$ cat config.mk
export PLATFORM = sky130hd
export DESIGN_NAME = gear_edc_adder
export DESIGN_NICKNAME = d
export VERILOG_FILES = /design/src/rtl/gear_edc_adder.sv
export SDC_FILE = /design/constraint.sdc
export NUM_CORES = 1
export LEC_CHECK = 0
export CAP_MARGIN = 15
export CORE_ASPECT_RATIO = 0.9
export CORE_MARGIN = 10
export CORE_UTILIZATION = 31
export DETAILED_ROUTE_END_ITERATION = 8
export HOLD_SLACK_MARGIN = 0.06
export PLACE_DENSITY_LB_ADDON = 0.1
export SLEW_MARGIN = 10
export SYNTH_ARGS = -nofsm -noshare
export SYNTH_HDL_FRONTEND = slang
export SYNTH_SLANG_ARGS = --single-unit
export TNS_END_PERCENT = 100
$ cat constraint.sdc
create_clock -name CLK -period 3 [get_ports CLK]
set_clock_uncertainty 0.1 [all_clocks]
set_input_delay 0.3 -clock CLK [delete_from_list [all_inputs] [get_ports CLK]]
set_output_delay 0.3 -clock CLK [all_outputs]
set_load 0.1 [all_outputs]
$ cat src/rtl/gear_edc_adder.sv
// rtl/gear_edc_adder.sv - GeAr approximate adder with one-fix-per-cycle error correction
// Sub-adders guess carry-in 0; exact mode injects carries lowest-first until no misprediction remains.
module gear_edc_adder #(
    parameter int N = 16,
    parameter int R = 4,
    parameter int P = 4
) (
    input  logic                        CLK,
    input  logic                        RST_N,
    input  logic [N:1]                  A,
    input  logic [N:1]                  B,
    input  logic                        CIN,
    input  logic                        MODE,
    input  logic                        IN_VALID,
    output logic                        IN_READY,
    output logic [N:1]                  SUM,
    output logic                        COUT,
    output logic                        ERR,
    output logic [$clog2((N-P)/R):0]    NCORR,
    output logic                        OUT_VALID,
    input  logic                        OUT_READY
);

    localparam int K  = (N - P) / R;
    localparam int W  = R + P;
    localparam int NW = $clog2(K) + 1;

    typedef enum logic [1:0] {S_IDLE, S_EVAL, S_DONE} state_t;

    state_t         state_q, state_d;
    logic [N:1]     a_q, a_d, b_q, b_d;
    logic           cin_q, cin_d, mode_q, mode_d;
    logic [K-1:1]   c_q, c_d;
    logic [NW-1:0]  ncorr_q, ncorr_d;
    logic           err_q, err_d;
    logic [N:1]     sum_q, sum_d;
    logic           cout_q, cout_d;
    logic           out_valid_q, out_valid_d;
    logic           in_ready_q, in_ready_d;

    logic [K-1:0]   sub_cin;
    logic [W:0]     sub_sum [K];
    logic [N:1]     approx_sum;
    logic [K-1:1]   err_vec;
    logic [K-1:1]   fix;
    logic           found;

    // Sub-adder i covers bits [iR+W : iR+1]; its bit R lands on the next sub-adder's LSB.
    always_comb begin
        sub_cin[0] = cin_q;
        for (int i = 1; i < K; i++) begin
            sub_cin[i] = c_q[i];
        end
        for (int i = 0; i < K; i++) begin
            sub_sum[i] = {1'b0, a_q[i*R+1 +: W]} + {1'b0, b_q[i*R+1 +: W]}
                       + {{W{1'b0}}, sub_cin[i]};
        end
        approx_sum      = '0;
        approx_sum[W:1] = sub_sum[0][W-1:0];
        for (int i = 1; i < K; i++) begin
            approx_sum[i*R+P+1 +: R] = sub_sum[i][W-1:P];
        end
        for (int i = 1; i < K; i++) begin
            err_vec[i] = (sub_sum[i-1][R] ^ a_q[i*R+1] ^ b_q[i*R+1])
                       & (&(a_q[i*R+1 +: P] ^ b_q[i*R+1 +: P]))
                       & ~c_q[i];
        end
        fix   = '0;
        found = 1'b0;
        for (int i = 1; i < K; i++) begin
            if (err_vec[i] && !found) begin
                fix[i] = 1'b1;
                found  = 1'b1;
            end
        end
    end

    always_comb begin
        state_d     = state_q;
        a_d         = a_q;
        b_d         = b_q;
        cin_d       = cin_q;
        mode_d      = mode_q;
        c_d         = c_q;
        ncorr_d     = ncorr_q;
        err_d       = err_q;
        sum_d       = sum_q;
        cout_d      = cout_q;
        out_valid_d = out_valid_q;
        in_ready_d  = in_ready_q;
        case (state_q)
            S_IDLE: begin
                if (IN_VALID) begin
                    a_d        = A;
                    b_d        = B;
                    cin_d      = CIN;
                    mode_d     = MODE;
                    c_d        = '0;
                    ncorr_d    = '0;
                    in_ready_d = 1'b0;
                    state_d    = S_EVAL;
                end
            end
            S_EVAL: begin
                // No correction has happened yet exactly on the first evaluation.
                if (ncorr_q == '0) begin
                    err_d = |err_vec;
                end
                if (mode_q && (|err_vec)) begin
                    c_d     = c_q | fix;
                    ncorr_d = ncorr_q + NW'(1);
                end else begin
                    sum_d       = approx_sum;
                    cout_d      = sub_sum[K-1][W];
                    out_valid_d = 1'b1;
                    state_d     = S_DONE;
                end
            end
            S_DONE: begin
                if (OUT_READY) begin
                    out_valid_d = 1'b0;
                    in_ready_d  = 1'b1;
                    state_d     = S_IDLE;
                end
            end
            default: begin
                state_d = S_IDLE;
            end
        endcase
    end

    always_ff @(posedge CLK or negedge RST_N) begin
        if (!RST_N) begin
            state_q     <= S_IDLE;
            a_q         <= '0;
            b_q         <= '0;
            cin_q       <= 1'b0;
            mode_q      <= 1'b0;
            c_q         <= '0;
            ncorr_q     <= '0;
            err_q       <= 1'b0;
            sum_q       <= '0;
            cout_q      <= 1'b0;
            out_valid_q <= 1'b0;
            in_ready_q  <= 1'b1;
        end else begin
            state_q     <= state_d;
            a_q         <= a_d;
            b_q         <= b_d;
            cin_q       <= cin_d;
            mode_q      <= mode_d;
            c_q         <= c_d;
            ncorr_q     <= ncorr_d;
            err_q       <= err_d;
            sum_q       <= sum_d;
            cout_q      <= cout_d;
            out_valid_q <= out_valid_d;
            in_ready_q  <= in_ready_d;
        end
    end

    assign IN_READY  = in_ready_q;
    assign SUM       = sum_q;
    assign COUT      = cout_q;
    assign ERR       = err_q;
    assign NCORR     = ncorr_q;
    assign OUT_VALID = out_valid_q;

endmodule

== After elaboration in Yosys (flattened, before gate mapping) ==
Cells that the tools add are included.

* Register bits after elaboration: 61
* Latch bits: 0
* Memory bits (writable): 0
* Memory bits (read-only): 0
* Output and inout port bits: 23
* Logic and storage cells: 75
* Memories: 0

* Add/sub/neg operators: 7
* $mul: 0
* Divide/modulo/power cells: 0
* Magnitude comparators: 0
* Equal/unequal tests: 6
* Shifts and indexed selects: 0
* Mux-type cells: 18
* Bitwise operators: 14
* Reductions and logical operators: 18

{| class="wikitable"
|+ Operators with widths
! cell !! number
|-
| 8-bit by 1-bit adder with 8-bit output || 2
|-
| 8-bit adder || 2
|-
| 3-bit AND reduction || 4
|-
| 2-bit 2-to-1 mux || 5
|-
| 8-bit by 8-bit adder with 9-bit output || 1
|-
| 9-bit by 1-bit adder with 9-bit output || 1
|-
| 2-bit != test, second input constant || 4
|-
| 4-bit AND reduction || 2
|-
| 4-bit XOR || 2
|-
| 1-bit 2-to-1 mux || 6
|-
| 3-bit 2-to-1 mux || 2
|-
| 2-bit case mux with 3 select lines || 1
|-
| 3-bit case mux with 2 select lines || 1
|-
| 2-bit AND reduction || 3
|-
| 2-bit nonzero test || 3
|-
| 1-bit bitwise AND || 4
|-
| 1-bit case mux with 2 select lines || 2
|-
| 2-bit case mux with 2 select lines || 1
|-
| 1-bit XOR || 4
|-
| 3-bit by 1-bit adder with 3-bit output, second input constant || 1
|-
| 3-bit zero test || 1
|-
| 1-bit NOT || 3
|-
| 2-bit by 1-bit == test with 1-bit output, second input constant || 1
|-
| 2-bit == test, second input constant || 1
|-
| other kinds (5) || 6
|}

== Longest topological paths before layout ==
Gate-level depths: netlist (run 1).

* Depth in word-level cells: 13
* Depth in mapped cells: 10
* Depth with buffers taken out: 9

== Worst setup path after synthesis (run 1) ==
No wires, ideal clock.

* Path type: register to register
* Start: reg a_q[1] in the netlist's numbering
* End: reg cout_q (netlist: COUT)
* Arrival time: 2316 ps
* Data required time: 2774 ps
* Setup slack: 457 ps
* Cell stages (with the launch flop): 11
* Buffers on the path: 1
* Clock period less this slack: 2543 ps
* Path through: dfrtp_1 -> inv_1 -> fa_1 -> inv_1 -> fa_1 -> nand3_1 -> a21oi_1 -> o41ai_2 -> a21oi_4 -> buf_12 -> mux2_4

* Longest elaborated chain between the ends: 10

{| class="wikitable"
|+ RTL lines
! element !! RTL line !! text
|-
| start: declaration || 31 || <nowiki>logic [N:1] a_q, a_d, b_q, b_d;</nowiki>
|-
| start signal: assignment || 135 || <nowiki>a_q <= '0;</nowiki>
|-
| start signal: assignment || 148 || <nowiki>a_q <= a_d;</nowiki>
|-
| 8-bit adder || 55 || <nowiki>sub_sum[i] = {1'b0, a_q[i*R+1 +: W]} + {1'b0, b_q[i*R+1 +: W]}</nowiki>
|-
| 8-bit by 1-bit adder with 8-bit output || 56 || <nowiki>+ {{W{1'b0}}, sub_cin[i]};</nowiki>
|-
| 1-bit XOR (2 in a row) || 64 || <nowiki>err_vec[i] = (sub_sum[i-1][R] ^ a_q[i*R+1] ^ b_q[i*R+1])</nowiki>
|-
| 1-bit bitwise AND || 65 || <nowiki>& (&(a_q[i*R+1 +: P] ^ b_q[i*R+1 +: P]))</nowiki>
|-
| 1-bit bitwise AND || 66 || <nowiki>& ~c_q[i];</nowiki>
|-
| 2-bit OR reduction || 109 || <nowiki>if (mode_q && (|err_vec)) begin</nowiki>
|-
| 1-bit logical AND || 109 ||
|-
| 1-bit NOT (no source line) || -- ||
|-
| 2-bit AND reduction (no source line) || -- ||
|-
| end signal: assignment || 156 || <nowiki>cout_q <= cout_d;</nowiki>
|-
| end: declaration || 37 || <nowiki>logic cout_q, cout_d;</nowiki>
|}

Every way passes these cells.
A chain may end at the register's enable or synchronous reset.

== Worst setup path after layout (run 1) ==
* Start: reg a_q[1] in the netlist's numbering
* End: reg sum_q (netlist bit SUM[10])

* Longest elaborated chain between the ends: 10

{| class="wikitable"
|+ RTL lines
! element !! RTL line !! text
|-
| 8-bit adder || 55 ||
|-
| 8-bit by 1-bit adder with 8-bit output || 56 ||
|-
| 1-bit XOR (2 in a row) || 64 ||
|-
| 1-bit bitwise AND || 65 ||
|-
| 1-bit bitwise AND || 66 ||
|-
| 2-bit OR reduction || 109 ||
|-
| 1-bit logical AND || 109 ||
|-
| 1-bit NOT (no source line) || -- ||
|-
| 2-bit AND reduction (no source line) || -- ||
|-
| end signal: assignment || 155 || <nowiki>sum_q <= sum_d;</nowiki>
|-
| end: declaration || 36 || <nowiki>logic [N:1] sum_q, sum_d;</nowiki>
|}

Every way passes these cells.

==> results of run 1 <==
## through the flow
step / hold slack, ns / instance area (sq um) / utilization [%]
2_1_floorplan: -0.0956 / 3200 / -
3_3_place_gp: 0.310 / 3910 / 38.4
3_5_place_dp: 0.310 / 3910 / 38.4
4_1_cts: 0.381 / 4210 / 41.4
5_1_grt: 0.398 / 4210 / 41.4
6_report: 0.374 / 4210 / 41.4
## state kept, by name, summed over array words and instances (netlist names)
name       cells
a_q           16
c_q            2
IN_READY       1
NCORR          3
SUM           16
OUT_VALID      1
mode_q         1
b_q           16
ERR            1
COUT           1
cin_q          1
state_q        2
## timing repair
action,CTS,global route
hold buffers,1,0
endpoints found under the hold margin,28,0
setup endpoints to repair,0,0
## worst max-delay path, delay by kind of cell (launching register included)
family | cells | cell delay [ns]
DFF | 1 | 0.31
muxes | 1 | 0.33
and+or+nand+nor | 1 | 0.11
AOI/OAI and AO/OA | 3 | 0.82
adders and majority gates | 2 | 0.63
buffers and inverters | 3 | 0.35
## routing by layer
layer  wire (um)  share of wire (%)
met5           0                  0
met1        3970                 53
met3         245                3.2
met4         104                1.4
met2        3220                 43
## cells in the final DEF (no fill, tap or decap), drive strengths merged, types with 2 or more instances in the layout
cell type        n
xnor2           11
nand2          103
clkinv           2
o21ai            4
nor3             5
o2111ai          2
nor2            16
o41ai            2
and3             2
inv              9
a21oi           12
fa               2
or2              4
xor2             5
buf             29
o21a             2
o211ai           4
nand3b           3
nand3            4
mux2            17
clkbuf          12
a21o             3
clkdlybuf4s50   36
a31oi            5
dfrtp           60
ha              17
mux2i            4
nand2b           2
nor2b            2
## path summary, 6_finish.rpt
| kind | slack [ns] | from | endpoint | cells after the start |
|---|---|---|---|---|
| max | 0.23 | a_q[1] | SUM[10] | 10 |
| min | 0.37 | b_q[13] | b_q[13] | 2 |
| max reg2reg | 0.23 | a_q[1] | SUM[10] | 10 |
| min reg2reg | 0.37 | b_q[13] | b_q[13] | 2 |
| max in group asynchronous | 1.70 | RST_N | SUM[10] | 3 |
| min in group asynchronous | 0.47 | RST_N | ERR | 2 |
## logic make-up (layout without fill, tap and decap cells)
group           Yosys count  count (layout)  synth area share, %
fa+ha+maj                19              19                 7.89
simple gates            149             149                 20.0
xor+xnor                 16              16                 4.38
buf+inv                  19              91                 2.97
mux                      21              21                 8.44
flops                    61              61                 47.7
compound gates           37              37                 8.64
## cell type report
type                    count  share of cell area, %
flip-flops and latches     61                   36.3
multi-input cells         242                   37.6
inverters                   9                  0.803
well taps                 129                   3.83
clock buffers              12                   5.86
repair buffers             66                   14.5
clock inverters             4                   1.13
==> impl_metrics.csv, run 1 <==
group,metric,value,unit
status,status,"finished clean",
synthesis,synth_top_cell_by_area,"dfrtp_1",
timing,relSlewSlack,51.8,%
finish,final_nets,446,
die,io_pins,61,
finish,seqCellArea,1530,sq um
synthesis,yosysMostFrequentCell,"nand2_1",
timing,fin_ws,0.233,ns
global_route,met3_usage,3.09,%
routing,dr_total_vias,2361,
synthesis,ys.flop_type,"dfrtp_1",
run,max_cap_violations,0,
cts,clk_latency,0.32,ns
worst_setup_path,cp_data_required_time,3.10,ns
cts,path_clk_slew,0.05,ns
synthesis,synth_nets,379,
cts,cts_root_buf,"clkbuf_16",
cts,cts_setup_buffers,0,
die,die-area,14800,sq um
worst_setup_path,max_stage_delay,0.43,ns
cts,numCtsBuffers,9,
placement,pre_cts_ws,0.232,ns
global_route,use_met1,14.5,%
routing,vias_per_cell,4.51,
cts,htree_num_levels,3,
global_route,grt_use_total,10.7,%
placement,place_hpwl,5550,um
global_route,met2_usage,15.6,%
die,dieHeight,116,um
cts,cts_tree,"built",
global_route,overflow,0,
routing,routed_wl,7540,um
placement,place_inst,506,
worst_setup_path,worstPathCellList,"inv_1 -> fa_1 -> inv_1 -> fa_1 -> nand3_1 -> a21oi_1 -> o41ai_2 -> a21oi_4 -> buf_4 -> mux2_2",
cts,cts_resized,0,
synthesis,ys_seq_area_share,47.7,%
global_route,grt_pass1_vias,2497,
worst_setup_path,startpoint_type,"flip-flop",
die,core-area,10200,sq um
synthesis,async_reset_ff_share,100,%
synthesis,synth_top_area_share,46.9,%
timing,clock.fmax,361,MHz
synthesis,ys_warn_count,0,
placement,port_buffers,60,
routing,first_pass_iters,4,
synthesis,synth_area_leaders,"dfrtp_1 47%, nand2_1 12%, ha_1 6.6%",
finish,final_layout_size_suffix_gt1_share,19.3,%
global_route,antenna_found_initial,0,
finish,layout.cells.non_filler,523,
synthesis,ys_ff_latch,61,
worst_hold_path,holdCritPathClass,"reg2reg",
timing,tns,0,ns
routing,remaining_drc_errors,0,
timing,finalCritPeriodShare,92.2,%
die,start_util,31.5,%
routing,drtIter0Drc,112,
synthesis,synthCells,322,
finish,area.growth.synth_to_final,31.5,%
finish,nFillCells,1017,
timing,rsz0062_at_grt,"false",
cts,clock-sinks,61,
worst_setup_path,cp_slowest_cell,"fa_1",
synthesis,synth_common_cells,"103 x nand2_1, 60 x dfrtp_1, 17 x ha_1, 16 x nor2_1",
die,die_w,127,um
worst_setup_path,critPathKind,"reg2reg",
finish,multiInputGateArea,1580,sq um
placement,routabilityCongestion,0.754,
worst_setup_path,critPathCaptureType,"flip-flop",
global_route,grt_pass1_wl,12700,um
timing,fin_crit,2.77,ns
synthesis,synth_edf_count,0,
cts,clock_path_buffers,2,
die,rows,35,
global_route,grt_start_max_net_pins,40,
synthesis,netlist-cell-type-count,46,
timing,setup_violations,0,
synthesis,syn_area,3200,sq um
synthesis,syn_area_per_cell,9.94,sq um
routing,post_drt_wl_per_cell,14.4,um
worst_setup_path,critPathMaxFanout,6,
worst_setup_path,worst_ep_arrival_time,2.87,ns
timing,final-hold-violation-count,0,
timing,worst_pin_slew,0.723,ns
routing,drtAntennaViolNets,0,
finish,antenna_cells_inserted,0,
global_route,grt_busiest_layer,"met2",
timing,final_max_slew_viol_count,0,
Power of run 1 is not shown: default switching activity piles up to over one toggle a cycle in this logic, so the estimate is an artifact.
==> run 2, diff against run 1 <==
CORE_ASPECT_RATIO = 1.5   (was 0.9)
==> run 2 against run 1 <==
First-iteration DRC count shrank 34%; via count is 1.2% higher; non-clock buffer count is the same; highest routed layer unchanged; setup slack gained 0.029 ns; critical endpoint is now SUM[6]; largest cell class unchanged.
==> impl_metrics.csv, run 2 (synthesized netlist as in run 1, its figures left out) <==
group,metric,value,unit
routing,dr_total_vias,2389,
die,dieHeight,144,um
finish,final_nets,446,
cts,cts_root_buf,"clkbuf_16",
timing,rsz0062_at_grt,"false",
worst_setup_path,rr_startpoint,"a_q[1]",
worst_setup_path,critPathKind,"reg2reg",
die,die_w,103,um
worst_setup_path,cp_data_required_time,3.11,ns
worst_setup_path,worst_ep_arrival_time,2.85,ns
global_route,grt_busiest_layer,"met2",
timing,clock.fmax,365,MHz
worst_setup_path,worstPathCellList,"inv_1 -> fa_1 -> inv_1 -> fa_1 -> nand3_1 -> a21oi_1 -> o41ai_2 -> a21oi_4 -> buf_4 -> mux2_2",
global_route,overflow,0,
global_route,antenna_found_initial,0,
placement,port_buffers,60,
finish,antenna_cells_inserted,0,
worst_setup_path,critPathMaxFanout,13,
die,start_util,31.6,%
die,rows,45,
cts,ctsHoldBuffers,1,
cts,cts_tree,"built",
die,die-area,14900,sq um
routing,drtAntennaViolNets,0,
placement,place_area,3860,sq um
cts,path_clk_slew,0.05,ns
global_route,grt_pass1_wl,12800,um
global_route,grt_start_max_net_pins,49,
finish,fin_area,4150,sq um
global_route,met3_usage,3.82,%
cts,numCtsBuffers,9,
die,io_pins,61,
worst_hold_path,holdCritPathClass,"in2async",
timing,setup_violations,0,
worst_setup_path,cp_top_family,"compound AO/OA/AOI/OAI gates",
worst_setup_path,cp_slowest_cell,"fa_1",
timing,relSlewSlack,59.4,%
timing,final_max_slew_viol_count,0,
global_route,grt_pass1_vias,2599,
placement,place_hpwl,5700,um
timing,final-hold-violation-count,0,
finish,mostFrequentLayoutCells,"103 x nand2_1, 60 x dfrtp_1, 36 x clkdlybuf4s50_1",
placement,routabilityCongestion,0.798,
routing,remaining_drc_errors,0,
cts,clock-sinks,61,
worst_setup_path,cp_num_cells,10,
run,max_cap_violations,0,
global_route,met2_usage,18.5,%
global_route,grt_use_total,11.1,%
routing,routed_wl,7540,um
routing,post_drt_wl_per_cell,14.8,um
die,core-area,10100,sq um
worst_setup_path,r2r_slack,0.26,ns
worst_setup_path,max_stage_delay,0.44,ns
routing,first_pass_iters,3,
cts,cts_setup_buffers,0,
timing,finalCritPeriodShare,91.3,%
worst_setup_path,path_buf_inv,3,
cts,cts_resized,0,
global_route,use_met1,12.2,%
cts,clock_path_buffers,2,
timing,fin_crit,2.74,ns
worst_setup_path,critPathCaptureType,"flip-flop",
timing,worst_pin_slew,0.609,ns
finish,final_layout_size_suffix_gt1_share,19.0,%
finish,area.growth.synth_to_final,29.6,%
status,status,"finished clean",
routing,vias_per_cell,4.68,
worst_setup_path,startpoint_type,"flip-flop",
worst_setup_path,worstRegToRegCells,10,
worst_setup_path,r2r_end,"SUM[6]",
finish,final_common_cell,"nand2_1",
timing,tns,0,ns
cts,htree_num_levels,3,
cts,clk_latency,0.33,ns
routing,drtIter0Drc,74,
## run 2: cell type report
class	instances	area, sq um
clock buffers	14	264
inverters	9	33.8
flip-flops and latches	61	1530
multi-input cells	242	1580
fillers	1007	5990
clock inverters	2	10.0
well taps	117	146
repair buffers	66	586
## run 2: per-layer routing
metal  wire (um)  share of wire (%)
met2        3790                 50
met5           0                  0
met1        3120                 41
met4         169                2.2
met3         456                6.0
## run 2: how the worst max path moves through the flow
stage                       from     end
after global placement    a_q[1]  SUM[9]
after CTS                 a_q[1]  SUM[6]
final                     a_q[1]  SUM[6]
after floorplan           a_q[1]    COUT
after global routing      a_q[1]  SUM[6]
after detailed placement  a_q[1]  SUM[5]
## run 2: stage by stage
stage	util [%]	instances	setup WS [ns]	hold slack (ns)
after global routing	40.9	511	0.0611	0.338
after global placement	38.1	494	0.380	0.119
after floorplan	-	322	0.457	-0.0956
final	40.9	511	0.261	0.310
after detailed placement	38.1	494	0.272	0.115
after CTS	40.9	511	0.253	0.325
Power of run 2 is left out for the same reason.
